--- src/rtl/sha3_pkg.sv ---
// Shared constants, state encoding and beat helpers for the SHA3-512 unpadder.
// Byte order throughout is MSB-first: byte 0 of a word is bits [31:24].
package sha3_pkg;

  localparam int SHA3_RATE_WORDS = 18;
  localparam int SHA3_RATE_BYTES = 72;

  localparam logic [7:0] SHA3_PAD_FIRST = 8'h06;
  localparam logic [7:0] SHA3_PAD_LAST  = 8'h80;
  localparam logic [7:0] SHA3_PAD_BOTH  = 8'h86;

  typedef enum logic [1:0] {
    FILL,
    SCAN,
    DRAIN
  } unpad_state_t;

  typedef struct packed {
    logic [31:0] data;
    logic        last;
    logic [2:0]  bytes;
  } unpad_beat_t;

  // Keeps the leading n message bytes of a word; n >= 4 keeps all of it.
  function automatic logic [31:0] keep_mask(input logic [2:0] n);
    case (n)
      3'd0:    keep_mask = 32'h0000_0000;
      3'd1:    keep_mask = 32'hFF00_0000;
      3'd2:    keep_mask = 32'hFFFF_0000;
      3'd3:    keep_mask = 32'hFFFF_FF00;
      default: keep_mask = 32'hFFFF_FFFF;
    endcase
  endfunction

endpackage

--- src/rtl/sha3_word_pad_find.sv ---
// Locates the last (highest message index) nonzero byte of one word.
// Byte 0 is bits [31:24], so byte 3 (bits [7:0]) has the highest index.
module sha3_word_pad_find
  import sha3_pkg::*;
(
  input  logic [31:0] word,
  output logic [1:0]  idx,
  output logic        found,
  output logic [7:0]  value
);

  // Later iterations override earlier ones, so the highest index wins.
  always_comb begin
    idx   = 2'd0;
    found = 1'b0;
    value = 8'h00;
    for (int i = 0; i < 4; i++) begin
      if (word[31-8*i -: 8] != 8'h00) begin
        idx   = 2'(i);
        found = 1'b1;
        value = word[31-8*i -: 8];
      end
    end
  end

endmodule

--- src/rtl/sha3_unpadder.sv ---
// Removes SHA3-512 padding from 18-word rate blocks and re-emits the message
// words, with a byte count on the last word of the final block.
module sha3_unpadder
  import sha3_pkg::*;
#(
  parameter int RATE_WORDS = SHA3_RATE_WORDS
) (
  input  logic        clk,
  input  logic        reset,
  input  logic [31:0] in,
  input  logic        in_valid,
  input  logic        in_last,
  output logic        in_ready,
  output logic [31:0] out,
  output logic        out_valid,
  input  logic        out_ready,
  output logic        out_last,
  output logic [2:0]  out_bytes,
  output logic        pad_err
);

  localparam int IDX_W = $clog2(RATE_WORDS + 1);
  localparam int LEN_W = $clog2(4 * RATE_WORDS + 1);
  localparam int LR_W  = LEN_W + 1;

  localparam logic [IDX_W-1:0] LAST_IDX = IDX_W'(RATE_WORDS - 1);
  localparam logic [LEN_W-1:0] FULL_LEN = LEN_W'(4 * RATE_WORDS);
  localparam logic [LEN_W-1:0] BOTH_LEN = LEN_W'(4 * RATE_WORDS - 1);

  unpad_state_t state, state_d;

  logic [31:0]      blk_buf [RATE_WORDS];
  logic [IDX_W-1:0] wr_idx, wr_idx_d;
  logic [IDX_W-1:0] scan_idx, scan_idx_d;
  logic [IDX_W-1:0] rd_idx, rd_idx_d;
  logic [LEN_W-1:0] msg_len, msg_len_d;
  logic             is_final, is_final_d;

  logic [31:0] out_d;
  logic        out_valid_d;
  logic        out_last_d;
  logic [2:0]  out_bytes_d;
  logic        pad_err_d;

  logic             accept;
  logic [7:0]       last_byte;
  logic [31:0]      scan_word;
  logic [1:0]       find_idx;
  logic             find_found;
  logic [7:0]       find_value;
  logic             scan_ok;
  logic             scan_err;
  logic             load;
  logic [LEN_W-1:0] found_len;
  unpad_beat_t      beat;

  // An empty message still produces one (zero-byte) beat.
  function automatic logic [IDX_W-1:0] beat_count(input logic [LEN_W-1:0] len);
    logic [LR_W-1:0] rounded;
    rounded = {1'b0, len} + LR_W'(3);
    return (len == '0) ? IDX_W'(1) : IDX_W'(rounded >> 2);
  endfunction

  function automatic unpad_beat_t make_beat(
    input logic [31:0]      word,
    input logic [IDX_W-1:0] idx,
    input logic [LEN_W-1:0] len,
    input logic             fin
  );
    unpad_beat_t      b;
    logic [LEN_W-1:0] rem;
    rem     = len - LEN_W'({idx, 2'b00});
    b.last  = fin && (idx == beat_count(len) - 1'b1);
    b.bytes = b.last ? rem[2:0] : 3'd4;
    b.data  = b.last ? (word & keep_mask(rem[2:0])) : word;
    return b;
  endfunction

  assign in_ready  = (state == FILL);
  assign accept    = in_valid && in_ready;
  assign last_byte = blk_buf[LAST_IDX][7:0];

  // The final pad byte is treated as zero while hunting for the 0x06 marker.
  always_comb begin
    scan_word = blk_buf[scan_idx];
    if (scan_idx == LAST_IDX) scan_word[7:0] = 8'h00;
  end

  sha3_word_pad_find u_find (
    .word  (scan_word),
    .idx   (find_idx),
    .found (find_found),
    .value (find_value)
  );

  always_ff @(posedge clk) begin
    if (accept) blk_buf[wr_idx] <= in;
  end

  always_ff @(posedge clk or negedge reset) begin
    if (!reset) state <= FILL;
    else        state <= state_d;
  end

  always_comb begin
    state_d     = state;
    wr_idx_d    = wr_idx;
    scan_idx_d  = scan_idx;
    rd_idx_d    = rd_idx;
    msg_len_d   = msg_len;
    is_final_d  = is_final;
    out_d       = out;
    out_valid_d = out_valid;
    out_last_d  = out_last;
    out_bytes_d = out_bytes;
    pad_err_d   = 1'b0;
    scan_ok     = 1'b0;
    scan_err    = 1'b0;
    load        = 1'b0;
    found_len   = '0;
    beat        = '0;

    case (state)
      FILL: begin
        if (accept) begin
          if (wr_idx == LAST_IDX) begin
            wr_idx_d   = '0;
            is_final_d = in_last;
            if (in_last) begin
              state_d    = SCAN;
              scan_idx_d = LAST_IDX;
            end else begin
              state_d   = DRAIN;
              msg_len_d = FULL_LEN;
              beat      = make_beat(blk_buf[0], '0, FULL_LEN, 1'b0);
              load      = 1'b1;
              rd_idx_d  = IDX_W'(1);
            end
          end else if (in_last) begin
            pad_err_d = 1'b1;
            wr_idx_d  = '0;
          end else begin
            wr_idx_d = wr_idx + 1'b1;
          end
        end
      end

      SCAN: begin
        if (scan_idx == LAST_IDX && last_byte == SHA3_PAD_BOTH) begin
          found_len = BOTH_LEN;
          scan_ok   = 1'b1;
        end else if (scan_idx == LAST_IDX && last_byte != SHA3_PAD_LAST) begin
          scan_err = 1'b1;
        end else if (find_found) begin
          if (find_value == SHA3_PAD_FIRST) begin
            found_len = LEN_W'({scan_idx, 2'b00}) + LEN_W'(find_idx);
            scan_ok   = 1'b1;
          end else begin
            scan_err = 1'b1;
          end
        end else if (scan_idx == '0) begin
          scan_err = 1'b1;
        end else begin
          scan_idx_d = scan_idx - 1'b1;
        end

        if (scan_ok) begin
          state_d   = DRAIN;
          msg_len_d = found_len;
          beat      = make_beat(blk_buf[0], '0, found_len, 1'b1);
          load      = 1'b1;
          rd_idx_d  = IDX_W'(1);
        end
        if (scan_err) begin
          state_d   = FILL;
          wr_idx_d  = '0;
          pad_err_d = 1'b1;
        end
      end

      DRAIN: begin
        // Beat 0 was loaded on entry; each accepted beat pulls in the next one.
        if (out_valid && out_ready) begin
          if (rd_idx < beat_count(msg_len)) begin
            beat     = make_beat(blk_buf[rd_idx], rd_idx, msg_len, is_final);
            load     = 1'b1;
            rd_idx_d = rd_idx + 1'b1;
          end else begin
            state_d     = FILL;
            wr_idx_d    = '0;
            rd_idx_d    = '0;
            out_valid_d = 1'b0;
            out_d       = '0;
            out_last_d  = 1'b0;
            out_bytes_d = '0;
          end
        end
      end

      default: state_d = FILL;
    endcase

    if (load) begin
      out_valid_d = 1'b1;
      out_d       = beat.data;
      out_last_d  = beat.last;
      out_bytes_d = beat.bytes;
    end
  end

  always_ff @(posedge clk or negedge reset) begin
    if (!reset) begin
      wr_idx    <= '0;
      scan_idx  <= '0;
      rd_idx    <= '0;
      msg_len   <= '0;
      is_final  <= 1'b0;
      out       <= '0;
      out_valid <= 1'b0;
      out_last  <= 1'b0;
      out_bytes <= '0;
      pad_err   <= 1'b0;
    end else begin
      wr_idx    <= wr_idx_d;
      scan_idx  <= scan_idx_d;
      rd_idx    <= rd_idx_d;
      msg_len   <= msg_len_d;
      is_final  <= is_final_d;
      out       <= out_d;
      out_valid <= out_valid_d;
      out_last  <= out_last_d;
      out_bytes <= out_bytes_d;
      pad_err   <= pad_err_d;
    end
  end

endmodule

--- config.mk ---
export PLATFORM = sky130hd
export DESIGN_NAME = sha3_unpadder
export DESIGN_NICKNAME = d
export VERILOG_FILES = /design/src/rtl/sha3_pkg.sv /design/src/rtl/sha3_word_pad_find.sv /design/src/rtl/sha3_unpadder.sv
export SDC_FILE = /design/constraint.sdc
export NUM_CORES = 1
export LEC_CHECK = 0
export ABC_AREA = 1
export CAP_MARGIN = 20
export CORE_MARGIN = 1.5
export CORE_UTILIZATION = 26
export CTS_CLUSTER_DIAMETER = 120
export DETAILED_ROUTE_END_ITERATION = 12
export DONT_BUFFER_PORTS = 1
export MAX_ROUTING_LAYER = met4
export PLACE_DENSITY_LB_ADDON = 0.2
export SLEW_MARGIN = 20
export SYNTH_ARGS = -nofsm -noshare
export SYNTH_HDL_FRONTEND = slang
export SYNTH_SLANG_ARGS = --single-unit
--- constraint.sdc ---
create_clock -name clk -period 7.1 [get_ports clk]
set_clock_uncertainty 0.05 [all_clocks]
set_input_delay 1.42 -clock clk [delete_from_list [all_inputs] [get_ports clk]]
set_output_delay 1.42 -clock clk [all_outputs]
set_load 0.05 [all_outputs]
==> results.sh <==
export IMPL_status="finished, final reports clean"
export IMPL_io_pins=76
export IMPL_synth_seq_cells=639
export IMPL_synth_cell_types=56
export IMPL_drive_gt1_share_pct=6.64
export IMPL_place_ws_ps=2200
export IMPL_clockBufferDepth=3
export IMPL_r2r_cells=23
export IMPL_min_path_type="primary input to asynchronous set/reset pin"
export IMPL_final_fill_count=12700
export IMPL_maxSlewViolCount=0
export IMPL_dieArea_sq_um=124000
export IMPL_relSlewSlack_pct=34.7
export IMPL_p_seq_share_pct=52.1
export IMPL_crit_fanout=53
export IMPL_die_w_um=353
export IMPL_grt_overflow=0
export IMPL_final_hold_viol_count=0
export IMPL_hold_buffers=0
export IMPL_die_h_um=353
export IMPL_netlist_instances=3391
export IMPL_power_frac_comb_pct=0
export IMPL_io_buffers=0
export IMPL_insertion_delay_ps=640
export IMPL_vias=25100
export IMPL_drc=0
export IMPL_clkPwrFrac_pct=47.9
export IMPL_crit_start="scan_idx[1]$_DFFE_PN0P_"
export IMPL_period_needed_ps=4970
export IMPL_grt_use_met3_pct=3.51
export IMPL_grt_pass1_vias=24100
export IMPL_arrival_ps=5480
export IMPL_met2_usage_pct=29.4
export IMPL_antenna_cells=0
export IMPL_cp_end_kind="flip-flop"
export IMPL_cts_tree="built"
export IMPL_synth_area_top_cells="edfxtp_1 (54%), o21ai_0 (7.5%), nand2_1 (7.1%), dfrtp_1 (5.0%), a21oi_1 (4.3%)"
export IMPL_yosys_top_cells_count="nand2_1 (604), edfxtp_1 (576), o21ai_0 (475)"
export IMPL_grt_usage_pct=19.5
export IMPL_synth_top_flop_cell="edfxtp_1"
export IMPL_synth_edff_count=576
export IMPL_fin_hold_ws_ps=418
export IMPL_vdd_ir_drop_max_mv=0.199
export IMPL_place_gp_congestion=0.865
export IMPL_place_inst=4863
export IMPL_fin_ws_ps=2130
export IMPL_yosysWarnings=0
export IMPL_grt_max_degree=126
export IMPL_coreArea_sq_um=122000
export IMPL_path_class="flip-flop to flip-flop"
export IMPL_power_density_nw_per_um2=220
export IMPL_grt_use_met1_pct=26.5
export IMPL_root_buffer="clkbuf_16"
export IMPL_r2r_start="scan_idx[1]$_DFFE_PN0P_"
export IMPL_fin_nets=3372
export IMPL_p_int_mw=6.26
export IMPL_numCtsBuffers=77
export IMPL_async_flop_share_pct=9.86
export IMPL_fin_crit_sh_pct=70.0
export IMPL_dp_hpwl_mm=69.7
export IMPL_cts_resized=0
export IMPL_switchingPower_mw=1.61
export IMPL_setup_tns_ps=0
export IMPL_htreeDepth=3
export IMPL_yosysTopAreaCellShare_pct=54.4
export IMPL_antenna_left=0
export IMPL_power_leakage_nw=13.4
export IMPL_max_clock_freq_mhz=201
export IMPL_cts_sinks=639
export IMPL_yosysMostFrequentCell="nand2_1"
export IMPL_start_util_pct=26.2
export IMPL_setup_violations=0
export IMPL_rsz0062_at_grt="false"
export IMPL_yosys_area_top_type="edfxtp_1"
export IMPL_clk_transition_reported_paths_ps=60
export IMPL_max_slew_worst_pin_slew_ps=979
export IMPL_cts_setup_buffers=0
export IMPL_cp_endpoint="out_bytes[2]$_DFFE_PN0P_"
export IMPL_cp_start_kind="flip-flop"
export IMPL_antenna_found_initial=1
export IMPL_r2r_end="out_bytes[2]$_DFFE_PN0P_"
export IMPL_drtIter0Drc=2653
export IMPL_synth_area_sq_um=31800
export IMPL_grt_pass1_wl_mm=173
export IMPL_drv_cap=0
export IMPL_grt_busiest_layer="met2"
export IMPL_area_growth_pct=12.7
export IMPL_instances_no_fill=4999
export IMPL_worst_ep_required_time_ps=7620
export IMPL_yosysSeqAreaShare_pct=59.4
export IMPL_avgSynthCellArea_sq_um=9.38
export IMPL_firstDrtPassIters=5
export IMPL_routed_wirelength_mm=120
export IMPL_vias_per_cell=5.03
export IMPL_p_sw_share_pct=20.5
export IMPL_row_count=128
export IMPL_synth_nets=3446
export IMPL_wl_per_cell_um=24.0
export IMPL_rrSetupSlack_ps=2130
[power by group through the flow]
| stage | registers (mW) | logic, mW | clock network [mW] |
|---|---|---|---|
| 2_1_floorplan | 4.18 | 0.000256 | 0 |
| 3_3_place_gp | 4.18 | 0.000347 | 0 |
| 3_5_place_dp | 4.18 | 0.000363 | 0 |
| 4_1_cts | 4.10 | 0.000363 | 3.86 |
| 5_1_grt | 4.10 | 0.000404 | 3.99 |
| 6_report | 4.10 | 0.000366 | 3.78 |
[stage by stage]
| step | total power [mW] | cell area (sq um) | util (%) |
|---|---|---|---|
| 6_report | 7.88 | 35800 | 29.5 |
| 5_1_grt | 8.09 | 35800 | 29.5 |
| 4_1_cts | 7.96 | 35800 | 29.5 |
| 3_5_place_dp | 4.18 | 33500 | 27.5 |
| 3_3_place_gp | 4.18 | 33500 | 27.5 |
| 2_1_floorplan | 4.18 | 31800 | - |
[area by class of cell]
cell class                      instances  area (sq um)  area share, %
Clock buffer                          110          2180           6.07
Sequential cell                       639         18900           52.7
Inverter                              341          1300           3.62
Tap cell                             1625          2030           5.67
Clock inverter                         26           176          0.492
Timing Repair Buffer                   57           453           1.26
Multi-Input combinational cell       2201         10800           30.2
[how the worst min path moves through the flow]
stage | from | end | slack [ps] | cells after the start
final | reset | out[11]$_DFFE_PN0P_ | 420 | 0
after floorplan | is_final$_DFFE_PN0P_ | is_final$_DFFE_PN0P_ | 430 | 2
after CTS | reset | out[23]$_DFFE_PN0P_ | 390 | 0
after global placement | is_final$_DFFE_PN0P_ | is_final$_DFFE_PN0P_ | 460 | 2
after global routing | reset | out[11]$_DFFE_PN0P_ | 400 | 0
after detailed placement | is_final$_DFFE_PN0P_ | is_final$_DFFE_PN0P_ | 470 | 2
[worst max-delay path, stage by stage (launching register included)]
cell and delay (ps):
dfrtp_4 660, buf_4 720, nand2_1 100, o21ai_0 230, nand2_1 80, nand2_1 50
nand2_1 80, nand2_1 60, nand2_1 50, nor2_1 290, o21bai_1 160, nor2_1 240
nand2_1 150, nor3_2 210, nor2_1 100, nand3_2 140, nand2_2 100, nand2_2 310
nand3_1 150, nand2_2 120, nand2_2 70, inv_4 420, nand2_1 130, nand2_1 90
[sequential cells by signal, indices dropped and copies added (netlist names), 2 cells and up]
name and flops:
blk_buf 576, msg_len 7, out 32, out_bytes 3
rd_idx 5, scan_idx 5, state 2, wr_idx 5
[cell families (layout without fill, tap and decap cells)]
family	after synthesis	in the layout	synth area share, %
and+or+nand+nor	1228	1228	16.1
AOI/OAI and AO/OA	941	941	16.3
DFF	639	639	59.4
buffers and inverters	551	534	7.13
adders and majority gates	18	18	0.708
xor gates and xnor gates	9	9	0.248
muxes	5	5	0.157
[routing by layer]
metal	share of wire [%]	wire, um
met1	46	54900
met2	44	53200
met3	6.9	8260
met4	3.1	3730
met5	0	0
[cells in the final DEF (no fill, tap or decap), types with 16 or more instances in the layout]
cell type | Yosys | layout
edfxtp_1 | 576 | 576
a21oi_1 | 272 | 272
o211ai_1 | 73 | 73
nor2_4 | 1 | 20
nand3_1 | 244 | 244
buf_4 | 24 | 55
nor3_1 | 17 | 17
a31oi_1 | 20 | 20
nand4_1 | 24 | 24
clkbuf_16 | 0 | 81
inv_1 | 327 | 324
nand2_1 | 604 | 604
nor2_1 | 305 | 284
o21a_1 | 16 | 16
dfrtp_1 | 63 | 57
ha_1 | 18 | 18
o21ai_0 | 475 | 475
clkbuf_1 | 120 | 25
No activity file was read; power rests on OpenSTA's default activity.
